===== src/rtl/bios_portb_arbiter.sv =====
// -----------------------------------------------------------------------------
// bios_portb_arbiter
//
// Shares the BIOS ROM read port B (one-cycle synchronous read) between two
// requesters. Requester 0 (pipeline data-load path) has priority; requester 1
// (boot checksum / debug readback) is protected from starvation by a wait
// counter that forces a grant after MAX_WAIT consecutive denied cycles.
// The owner of the in-flight read is tracked so the returned word is steered
// to the right requester exactly one cycle after its grant.
//
// Optional feature macro: BIOS_ARB_STATS_EN
//   When defined, adds saturating grant/conflict statistics counters and a
//   synchronous clear input. Grant and response behaviour is unchanged.
//
// Ports:
//   clk            system clock, rising edge
//   rst_n          asynchronous active-low reset
//   req0_valid/addr, req0_ready   requester 0 request / combinational grant
//   rsp0_valid/data               requester 0 response (1 cycle after grant)
//   req1_valid/addr, req1_ready   requester 1 request / combinational grant
//   rsp1_valid/data               requester 1 response (1 cycle after grant)
//   bios_addrb     address to BIOS port B
//   bios_doutb     BIOS port-B read data (valid the cycle after the address)
//   stat_clr, stat_grant0, stat_grant1, stat_conflict  (BIOS_ARB_STATS_EN only)
// -----------------------------------------------------------------------------
module bios_portb_arbiter #(
    parameter int AWIDTH   = 12,
    parameter int DWIDTH   = 32,
    parameter int MAX_WAIT = 4
) (
    input  logic              clk,
    input  logic              rst_n,
    input  logic              req0_valid,
    input  logic [AWIDTH-1:0] req0_addr,
    output logic              req0_ready,
    output logic              rsp0_valid,
    output logic [DWIDTH-1:0] rsp0_data,
    input  logic              req1_valid,
    input  logic [AWIDTH-1:0] req1_addr,
    output logic              req1_ready,
    output logic              rsp1_valid,
    output logic [DWIDTH-1:0] rsp1_data,
    output logic [AWIDTH-1:0] bios_addrb,
    input  logic [DWIDTH-1:0] bios_doutb
`ifdef BIOS_ARB_STATS_EN
    ,
    input  logic              stat_clr,
    output logic [15:0]       stat_grant0,
    output logic [15:0]       stat_grant1,
    output logic [15:0]       stat_conflict
`endif
);

    // Wait counter is 4 bits wide: MAX_WAIT is limited to 1..15.
    localparam logic [3:0] MAX_WAIT_C = 4'(MAX_WAIT);

    // Owner of the read issued on the previous cycle.
    typedef enum logic [1:0] {
        OWN_NONE = 2'd0,
        OWN_P0   = 2'd1,
        OWN_P1   = 2'd2
    } owner_e;

    owner_e            owner_q;
    owner_e            owner_d;
    logic              rsp0_valid_q;
    logic              rsp1_valid_q;
    logic [3:0]        wait_cnt_q;
    logic [3:0]        wait_cnt_d;
    logic [AWIDTH-1:0] addr_q;
    logic [AWIDTH-1:0] addr_d;
    logic              force1_s;
    logic              grant0_s;
    logic              grant1_s;

    // Grant decision: requester 0 wins unless requester 1 has waited MAX_WAIT cycles.
    always_comb begin
        force1_s = 1'b0;
        grant1_s = 1'b0;
        grant0_s = 1'b0;
        if (req1_valid && (wait_cnt_q == MAX_WAIT_C)) begin
            force1_s = 1'b1;
        end else begin
            force1_s = 1'b0;
        end
        grant1_s = req1_valid && (!req0_valid || force1_s);
        grant0_s = req0_valid && !grant1_s;
    end

    assign req0_ready = grant0_s;
    assign req1_ready = grant1_s;

    // Address mux: hold the last granted address when idle so the ROM output stays quiet.
    always_comb begin
        addr_d = addr_q;
        if (grant1_s) begin
            addr_d = req1_addr;
        end else if (grant0_s) begin
            addr_d = req0_addr;
        end else begin
            addr_d = addr_q;
        end
    end

    assign bios_addrb = addr_d;

    // Wait counter next state: clear on grant or withdrawal, saturate at MAX_WAIT.
    always_comb begin
        wait_cnt_d = wait_cnt_q;
        if (!req1_valid || grant1_s) begin
            wait_cnt_d = 4'd0;
        end else if (wait_cnt_q < MAX_WAIT_C) begin
            wait_cnt_d = wait_cnt_q + 4'd1;
        end else begin
            wait_cnt_d = MAX_WAIT_C;
        end
    end

    // Owner next state: whoever is granted this cycle owns next cycle's read data.
    always_comb begin
        owner_d = OWN_NONE;
        if (grant0_s) begin
            owner_d = OWN_P0;
        end else if (grant1_s) begin
            owner_d = OWN_P1;
        end else begin
            owner_d = OWN_NONE;
        end
    end

    // Last-granted address and wait counter registers.
    always_ff @(posedge clk or negedge rst_n) begin
        if (!rst_n) begin
            addr_q     <= '0;
            wait_cnt_q <= 4'd0;
        end else begin
            addr_q     <= addr_d;
            wait_cnt_q <= wait_cnt_d;
        end
    end

    // Owner FSM with registered response-valid outputs; an illegal encoding recovers to NONE.
    always_ff @(posedge clk or negedge rst_n) begin
        if (!rst_n) begin
            owner_q      <= OWN_NONE;
            rsp0_valid_q <= 1'b0;
            rsp1_valid_q <= 1'b0;
        end else begin
            case (owner_q)
                OWN_NONE, OWN_P0, OWN_P1: begin
                    owner_q      <= owner_d;
                    rsp0_valid_q <= (owner_d == OWN_P0);
                    rsp1_valid_q <= (owner_d == OWN_P1);
                end
                default: begin
                    owner_q      <= OWN_NONE;
                    rsp0_valid_q <= 1'b0;
                    rsp1_valid_q <= 1'b0;
                end
            endcase
        end
    end

    assign rsp0_valid = rsp0_valid_q;
    assign rsp1_valid = rsp1_valid_q;

    // Response steering: ROM word goes only to the owner, the other side sees zero.
    always_comb begin
        rsp0_data = '0;
        rsp1_data = '0;
        if (owner_q == OWN_P0) begin
            rsp0_data = bios_doutb;
        end else if (owner_q == OWN_P1) begin
            rsp1_data = bios_doutb;
        end else begin
            rsp0_data = '0;
            rsp1_data = '0;
        end
    end

`ifdef BIOS_ARB_STATS_EN
    logic [15:0] stat_grant0_q;
    logic [15:0] stat_grant1_q;
    logic [15:0] stat_conflict_q;

    function automatic logic [15:0] sat_inc16(input logic [15:0] val, input logic inc);
        logic [15:0] res;
        if (inc && (val != 16'hFFFF)) begin
            res = val + 16'd1;
        end else begin
            res = val;
        end
        return res;
    endfunction

    // Statistics counters: clear wins over increment, all saturate at 16'hFFFF.
    always_ff @(posedge clk or negedge rst_n) begin
        if (!rst_n) begin
            stat_grant0_q   <= 16'd0;
            stat_grant1_q   <= 16'd0;
            stat_conflict_q <= 16'd0;
        end else if (stat_clr) begin
            stat_grant0_q   <= 16'd0;
            stat_grant1_q   <= 16'd0;
            stat_conflict_q <= 16'd0;
        end else begin
            stat_grant0_q   <= sat_inc16(stat_grant0_q, grant0_s);
            stat_grant1_q   <= sat_inc16(stat_grant1_q, grant1_s);
            stat_conflict_q <= sat_inc16(stat_conflict_q, req0_valid && req1_valid);
        end
    end

    assign stat_grant0   = stat_grant0_q;
    assign stat_grant1   = stat_grant1_q;
    assign stat_conflict = stat_conflict_q;
`endif

endmodule


===== config.mk =====
export PLATFORM = sky130hd
export DESIGN_NAME = bios_portb_arbiter
export DESIGN_NICKNAME = d
export VERILOG_FILES = /design/src/rtl/bios_portb_arbiter.sv
export SDC_FILE = /design/constraint.sdc
export NUM_CORES = 1
export LEC_CHECK = 0
export ABC_AREA = 1
export BUFFER_PORTS_ARGS = -buffer_cell sky130_fd_sc_hd__buf_2
export CAP_MARGIN = 20
export CORE_ASPECT_RATIO = 0.6
export CORE_MARGIN = 4
export CORE_UTILIZATION = 39
export DETAILED_ROUTE_END_ITERATION = 8
export GPL_TIMING_DRIVEN = 0
export PLACE_DENSITY = 0.86
export SETUP_SLACK_MARGIN = 0.2
export SYNTH_ARGS = -nofsm -noshare
export SYNTH_HDL_FRONTEND = slang
export SYNTH_SLANG_ARGS = --single-unit

===== constraint.sdc =====
create_clock -name clk -period 2.7 [get_ports clk]
set_input_delay 0.54 -clock clk [delete_from_list [all_inputs] [get_ports clk]]
set_output_delay 0.54 -clock clk [all_outputs]
set_load 0.1 [all_outputs]

Word-level counts from Yosys, hierarchy flattened

Index checks and enable logic that the tools add are counted.

Bits in registers: 20
Word-level logic and storage cells: 35
Output and inout bits: 80
Input port bits: 60

Magnitude comparators: 1
Mux-type cells: 13
Reductions and logical operators: 10
$add $sub $neg: 1
Equal/unequal tests: 5

Operators with widths:

| cell                                                        | number |
|---|---|
| 2-to-1 mux 32 bit                                           | 3 |
| 2-to-1 mux 12 bit                                           | 2 |
| 2-to-1 mux 4 bit                                            | 2 |
| 2-to-1 mux 2 bit                                            | 3 |
| adder 4 x 1 -> 4 bit (second input constant)                | 1 |
| == test 2 x 1 -> 1 bit (second input constant)              | 2 |
| == test 2 bit (second input constant)                       | 2 |
| == test 4 x 3 -> 1 bit (second input constant)              | 1 |
| less-than comparator 4 x 3 -> 1 bit (second input constant) | 1 |
| logical AND 1 bit                                           | 3 |
| logical NOT 1 bit                                           | 3 |
| 2-to-1 mux 1 bit                                            | 3 |
| OR reduction 3 bit                                          | 1 |
| logical NOT 2 bit                                           | 1 |
| logical OR 1 bit                                            | 2 |

Depth between registers and ports, before layout

Gate-level depths: netlist of run 1.

Word-level depth: 10
Mapped depth: 10
Mapped depth without buffers: 9

Least setup slack after synthesis of run 1

No wires, ideal clock.

Path type: reg-to-output
From: register, netlist name rsp1_valid
To: output rsp1_data[0]
Required time: 2,160 ps
Data arrival time: 2,804 ps
Path buffers: 2
Cell stages (with the launch flop): 6
Path slack: -644 ps
Path through: dfrtp_1 -> inv_1 -> or2_1 -> clkbuf_1 -> buf_2 -> nor2_1

RTL lines:

| what             | line | RTL |
|---|---|---|
| end: declaration | 42   | `output logic [DWIDTH-1:0] rsp1_data,` |

Worst setup path after layout of run 1

From: register wait_cnt_q[0]
To: output bios_addrb[10]

Word-level cells in the longest chain between the ends: 9

RTL lines:

| what                     | line | RTL |
|---|---|---|
| start: declaration       | 68   | `logic [3:0] wait_cnt_q;` |
| start signal: assignment | 138  | `wait_cnt_q <= wait_cnt_d;` |
| == test 4 x 3 -> 1 bit * | 81   | `if (req1_valid && (wait_cnt_q == MAX_WAIT_C)) begin` |
| logical AND 1 bit *      | 81   |  |
| 2-to-1 mux 1 bit *       | 81   |  |
| logical OR 1 bit *       | 86   | `grant1_s = req1_valid && (!req0_valid \|\| force1_s);` |
| logical AND 1 bit *      | 86   |  |
| logical NOT 1 bit        | 87   | `grant0_s = req0_valid && !grant1_s;` |
| logical AND 1 bit        | 87   |  |
| 2-to-1 mux 12 bit        | 98   | `end else if (grant0_s) begin` |
| 2-to-1 mux 12 bit *      | 96   | `if (grant1_s) begin` |
| end: declaration         | 43   | `output logic [AWIDTH-1:0] bios_addrb,` |

Every way passes the cells marked *; elsewhere a longest branch is shown, timed or not.

==> results of run 1 <==
## power groups by stage
stage               logic (mW)  clock network (mW)  registers [mW]
floorplan                0.658                   0           0.336
global placement         0.807                   0           0.322
detailed placement       0.816                   0           0.323
CTS                      0.820               0.204           0.317
global route             0.874               0.220           0.320
finish                   0.839               0.197           0.317
## kinds of logic after synthesis
group	count (synthesis)	share of synthesized area
adder cells (fa/ha/maj)	2	0.0178
buffers and inverters	67	0.197
flip-flops	19	0.338
other	1	0.00267
AND/OR/NAND/NOR	154	0.445
## worst paths after layout
check / cells past startpoint / to / from
worst min register to register: 3 / wait_cnt_q[0]$_DFF_PN0_ / wait_cnt_q[0]$_DFF_PN0_
worst max register to register: 9 / addr_q[7]$_DFF_PN0_ / wait_cnt_q[0]$_DFF_PN0_
max in group asynchronous: 1 / rsp1_valid$_DFF_PN0_ / rst_n
min in group clk: 3 / addr_q[1]$_DFF_PN0_ / req1_addr[1]
worst min-delay path: 1 / addr_q[9]$_DFF_PN0_ / rst_n
worst max-delay path: 10 / bios_addrb[10] / wait_cnt_q[0]$_DFF_PN0_
## worst max-delay path, cell delays in order, from the launching register on
cell      delay (ns)
dfrtp_1         0.39
inv_1           0.08
ha_1            0.16
nand2_1         0.06
inv_2           0.05
nand2_2         0.08
nand2_4         0.10
buf_4           0.18
nand3_1         0.08
nand2_1         0.12
clkbuf_4        0.34
## synthesized netlist by cell type, drive strengths merged
cell type,number,share of area
nor2,69,0.18
conb,1,0.0027
dfrtp,19,0.34
inv,53,0.14
clkbuf,5,0.013
nor3,4,0.014
buf,9,0.042
nand3,24,0.085
nand2,56,0.16
or2,1,0.0045
ha,2,0.018
## through the flow
step	utilization	total power, mW	area [sq um]	hold WS (ns)	setup slack (ns)
6_report	0.776	1.35	2610	0.221	0.265
5_1_grt	0.776	1.41	2610	0.245	0.115
4_1_cts	0.749	1.34	2520	0.229	0.202
3_5_place_dp	0.733	1.14	2460	0.509	0.337
3_3_place_gp	0.733	1.13	2460	0.502	0.381
2_1_floorplan	-	0.994	1710	0.244	0.0776
## state kept, by name, indices dropped and copies added (netlist names)
name,flops
wait_cnt_q,4
rsp1_valid,1
owner_q,1
addr_q,12
rsp0_valid,1
## per-layer routing
metal | share of wire | vias up | global-route usage
li1 | - | 983 | -
met1 | 0.41 | 846 | 0.280
met2 | 0.52 | 65 | 0.360
met3 | 0.065 | 0 | 0.0361
met4 | 0 | 0 | 0.0368
met5 | 0 | - | 0
## area by class of cell
cell class,count,area share
Inverter,53,0.0762
Buffer,14,0.0326
Multi-Input combinational cell,157,0.368
Clock buffer,4,0.0172
Timing Repair Buffer,139,0.302
Tap cell,45,0.0216
Sequential cell,19,0.183
## what timing repair did
action,CTS,global route
gates resized for setup,3,40
buffers inserted,0,0
setup endpoints to repair,3,43
==> impl_metrics.csv, run 1 <==
group,metric,value,unit
global_route,antenna_found_initial,0,
die,initial_core_util,0.418,
die,ioPinCount,140,
timing,timing.fmax,0.411,GHz
timing,worst-slew-pin-transition,0.739,ns
synth,syn_nets,305,
route,route.detailed.drc,0,
power,power_frac_clock,0.146,
power,p_int,0.567,mW
timing,rsz0062_at_grt,"true",
power,max-vdd-ir-drop,345,uV
final_layout,layout_common_cells,"buf_2 (111), nand2_1 (54), inv_1 (52)",
placement,placed_cells,427,
synth,ys_seq_area_frac,0.338,
route,vias_per_cell,4.39,
global_route,grt_pass1_wl,7720,um
final_layout,fillers,271,
global_route,grt_pass1_vias,1679,
cts,cts.path.max_buffers,2,
final_layout,nNetsFinal,449,
setup_path,crit_required,2.16,ns
power,p_switching,0.786,mW
die,rows,16,
cts,cts_hold_buf,0,
route,first_pass_iters,4,
timing,setup_violations,0,
placement,finalWeightedCongestion,0.849,
cts,clk_latency,0.25,ns
final_layout,final-seq-area,477,sq um
cts,tritoncts,"yes",
cts,numClockSinks,19,
synth,syn_avg_cell_area,5.79,sq um
final_layout,synthToLayoutAreaGrowth,85.7,%
setup_path,crit_fanout,10,
route,postRouteAntennaNets,0,
global_route,grt_usage,0.208,
timing,drv_slew,0,
timing,hold_viol,0,
power,seq_power_share,0.234,
synth,synth_cells,243,
timing,slew_headroom,0.508,
setup_path,cp.arrival,1.89,ns
die,core_area,3360,sq um
placement,hpwl,4450,um
placement,port_buffers,139,
timing,skew,0.00101,ns
run,cap_violations,0,
cts,cts.clk_slew.worst_paths,0.07,ns
final_layout,layout-drive-gt1-share,0.560,
setup_path,path_class,"flip-flop to output pin",
route,drt-wirelength-per-cell,12.3,um
cts,root_buffer,"clkbuf_8",
die,die_x,85.5,um
route,vias,1894,
timing,period_share,0.902,
die,dieArea,4660,sq um
hold_path,hold_path_class,"input port to asynchronous set/reset pin",
final_layout,diodes,0,
final_layout,final_common_cell,"buf_2",
synth,ys_ff_latch,19,
final_layout,final_cells,431,
synth,syn_area,1410,sq um
setup_path,r2r_setup_slack,1.21,ns
setup_path,critPathCaptureType,"output pin",
route,routed_wl,5320,um
run_status,outcome,"complete, no violations",
power,sw_frac_of_total,0.581,
global_route,grt_max_degree,20,
power,p_comb_frac,0.620,
cts,cts_max_level,1,
synth,synthDistinctLibCells,17,
setup_path,worstSetupStartpointType,"flip-flop",
die,die_h,54.5,um
power,p_leak,1.59,nW
timing,fin_tns_setup,0,ns
global_route,grt-ovfl-total,0,
timing,min_period,2.43,ns
synth,synth_warnings,0,
final_layout,multi_input_area,960,sq um
power,powerDensity,518,nW/um^2
route,initialDrtViolationCount,70,
cts,cts_buffers,3,
(Power assumes the default switching activity.)
==> inputs of run 2 (changes only) <==
==> constraint.sdc (replaced) <==
create_clock -name clk -period 2.7 [get_ports clk]
set_input_delay 0.54 -clock clk [delete_from_list [all_inputs] [get_ports clk]]
set_output_delay 0.54 -clock clk [all_outputs]
set_load 0.02 [all_outputs]
==> run 2 against run 1 <==
Against the previous run: via count fell by 0.79%; sequential share of layout area increased by 3.3 points; wire length decreased by 9.4%; non-clock buffer count unchanged; maximum frequency increased by 6.6%; largest power group unchanged; combinational power down 59%; utilization decreased by 12 points; global-route usage decreased by 1.4 points.
==> impl_metrics.csv, run 2 (synthesized netlist as in run 1, its figures left out) <==
group,metric,value,unit
cts,root_buffer,"clkbuf_8",
die,rows,16,
setup_path,cp.arrival,1.74,ns
final_layout,fillers,319,
setup_path,critPathBufInv,4,
placement,postPlaceCellArea,2160,sq um
cts,numClockSinks,19,
timing,period_share,0.846,
placement,post-place-ws,0.615,ns
route,route.detailed.drc,0,
placement,finalWeightedCongestion,0.793,
timing,drv_slew,0,
setup_path,crit_fanout,10,
die,ioPinCount,140,
timing,hold_viol,0,
route,drt-wirelength-per-cell,11.2,um
timing,rsz0062_at_grt,"false",
final_layout,final_common_cell,"buf_2",
global_route,grt_max_degree,20,
final_layout,reg_top3,"addr_q (12), wait_cnt_q (4)",
setup_path,slowest_stage,"dfrtp_1",
power,powerDensity,389,nW/um^2
setup_path,worstSetupStartpointType,"flip-flop",
setup_path,r2r_start,"wait_cnt_q[0]$_DFF_PN0_",
global_route,grt_pass1_vias,1652,
global_route,grt_usage,0.194,
final_layout,layout_common_cells,"buf_2 (144), nor2_1 (69), nand2_1 (54)",
cts,tritoncts,"yes",
final_layout,diodes,0,
route,initialDrtViolationCount,48,
route,postRouteAntennaNets,0,
timing,min_period,2.28,ns
timing,fin_ws,0.415,ns
die,core_area,3360,sq um
final_layout,largest_reg_flops,12,
run,cap_violations,0,
cts,cts.path.max_buffers,2,
power,power,0.858,mW
cts,cts_max_level,1,
global_route,grt-ovfl-total,0,
placement,hpwl,4050,um
final_layout,fin_util,0.656,
final_layout,largest-register,"addr_q",
timing,setup_violations,0,
global_route,antenna_found_initial,0,
placement,port_buffers,139,
die,die_x,85.5,um
final_layout,fin_area,2200,sq um
setup_path,critPathCaptureType,"output pin",
setup_path,path_cells,"inv_1, ha_1, nand2_1, inv_2, nand2_2, buf_2, nand3_1, nand2_1, nand2_1, buf_2",
power,p_leak,1.58,nW
cts,clk_latency,0.25,ns
timing,timing.fmax,0.438,GHz
cts,cts_resized,0,
final_layout,layout-drive-gt1-share,0.399,
route,routed_wl,4820,um
global_route,grt_pass1_wl,7230,um
final_layout,nNetsFinal,449,
die,initial_core_util,0.418,
hold_path,hold_path_class,"input port to asynchronous set/reset pin",
setup_path,critPathMaxStageDelay,0.36,ns
cts,cts_setup_buffers,0,
route,vias_per_cell,4.36,
run_status,outcome,"complete, no violations",
setup_path,cpMostUsedCell,"nand2_1",
timing,skew,0.000852,ns
power,max-vdd-ir-drop,255,uV
cts,cts.clk_slew.worst_paths,0.07,ns
timing,fin_tns_setup,0,ns
setup_path,crit_start,"wait_cnt_q[0]$_DFF_PN0_",
die,die_h,54.5,um
cts,cts_hold_buf,0,
setup_path,path_class,"flip-flop to output pin",
final_layout,synthToLayoutAreaGrowth,56.8,%
cts,cts_buffers,3,
setup_path,crit_required,2.16,ns
die,dieArea,4660,sq um
route,first_pass_iters,4,
setup_path,critPathTopFamily,"buffers and inverters",
route,vias,1879,
[run 2: cell types whose count changed in the layout (fill, tap and decap cells not counted)]
cell and change:
buf_6 -3, dfrtp_2 -1, clkbuf_1 -1, nor2_4 -30, buf_8 -1, buf_2 +33, nor2_1 +62, clkinv_2 +1
dfrtp_1 +1, clkbuf_4 -25, buf_4 -4, nor2_2 -32
[run 2: cell type report]
type | instances | area [sq um] | share of cell area
Clock inverter | 1 | 5.00 | 0.00227
Clock buffer | 3 | 41.3 | 0.0187
Buffer | 14 | 77.6 | 0.0352
Sequential cell | 19 | 475 | 0.216
Tap cell | 45 | 56.3 | 0.0255
Timing Repair Buffer | 139 | 696 | 0.316
Inverter | 53 | 199 | 0.0902
Multi-Input combinational cell | 157 | 654 | 0.297
[run 2: worst paths after layout]
check / to / slack (ns) / cells past startpoint
worst max-delay path: bios_addrb[9] / 0.42 / 10
worst min-delay path: addr_q[1]$_DFF_PN0_ / 0.21 / 1
worst max register to register: addr_q[9]$_DFF_PN0_ / 1.26 / 9
worst min register to register: addr_q[8]$_DFF_PN0_ / 0.57 / 4
max in group asynchronous: rsp1_valid$_DFF_PN0_ / 2.20 / 1
min in group clk: addr_q[0]$_DFF_PN0_ / 0.54 / 3
[run 2: power breakdown]
| group | internal (mW) | leakage [nW] | switching, mW | total, mW |
|---|---|---|---|---|
| Clock | 0.103 | 0.0255 | 0.0930 | 0.196 |
| Sequential | 0.309 | 0.227 | 0.00827 | 0.317 |
| Combinational | 0.120 | 1.33 | 0.225 | 0.345 |
| Total | 0.531 | 1.58 | 0.327 | 0.858 |
[run 2: layer usage]
layer  GRT usage  part of all wire
met5           0                 0
met4      0.0158            0.0027
met3      0.0466             0.088
met2       0.357              0.50
met1       0.244              0.41
[run 2: per-stage QoR]
| step | hold slack [ns] | instances |
|---|---|---|
| floorplan | 0.244 | 243 |
| global placement | 0.501 | 427 |
| detailed placement | 0.499 | 427 |
| CTS | 0.218 | 431 |
| global route | 0.247 | 431 |
| finish | 0.208 | 431 |
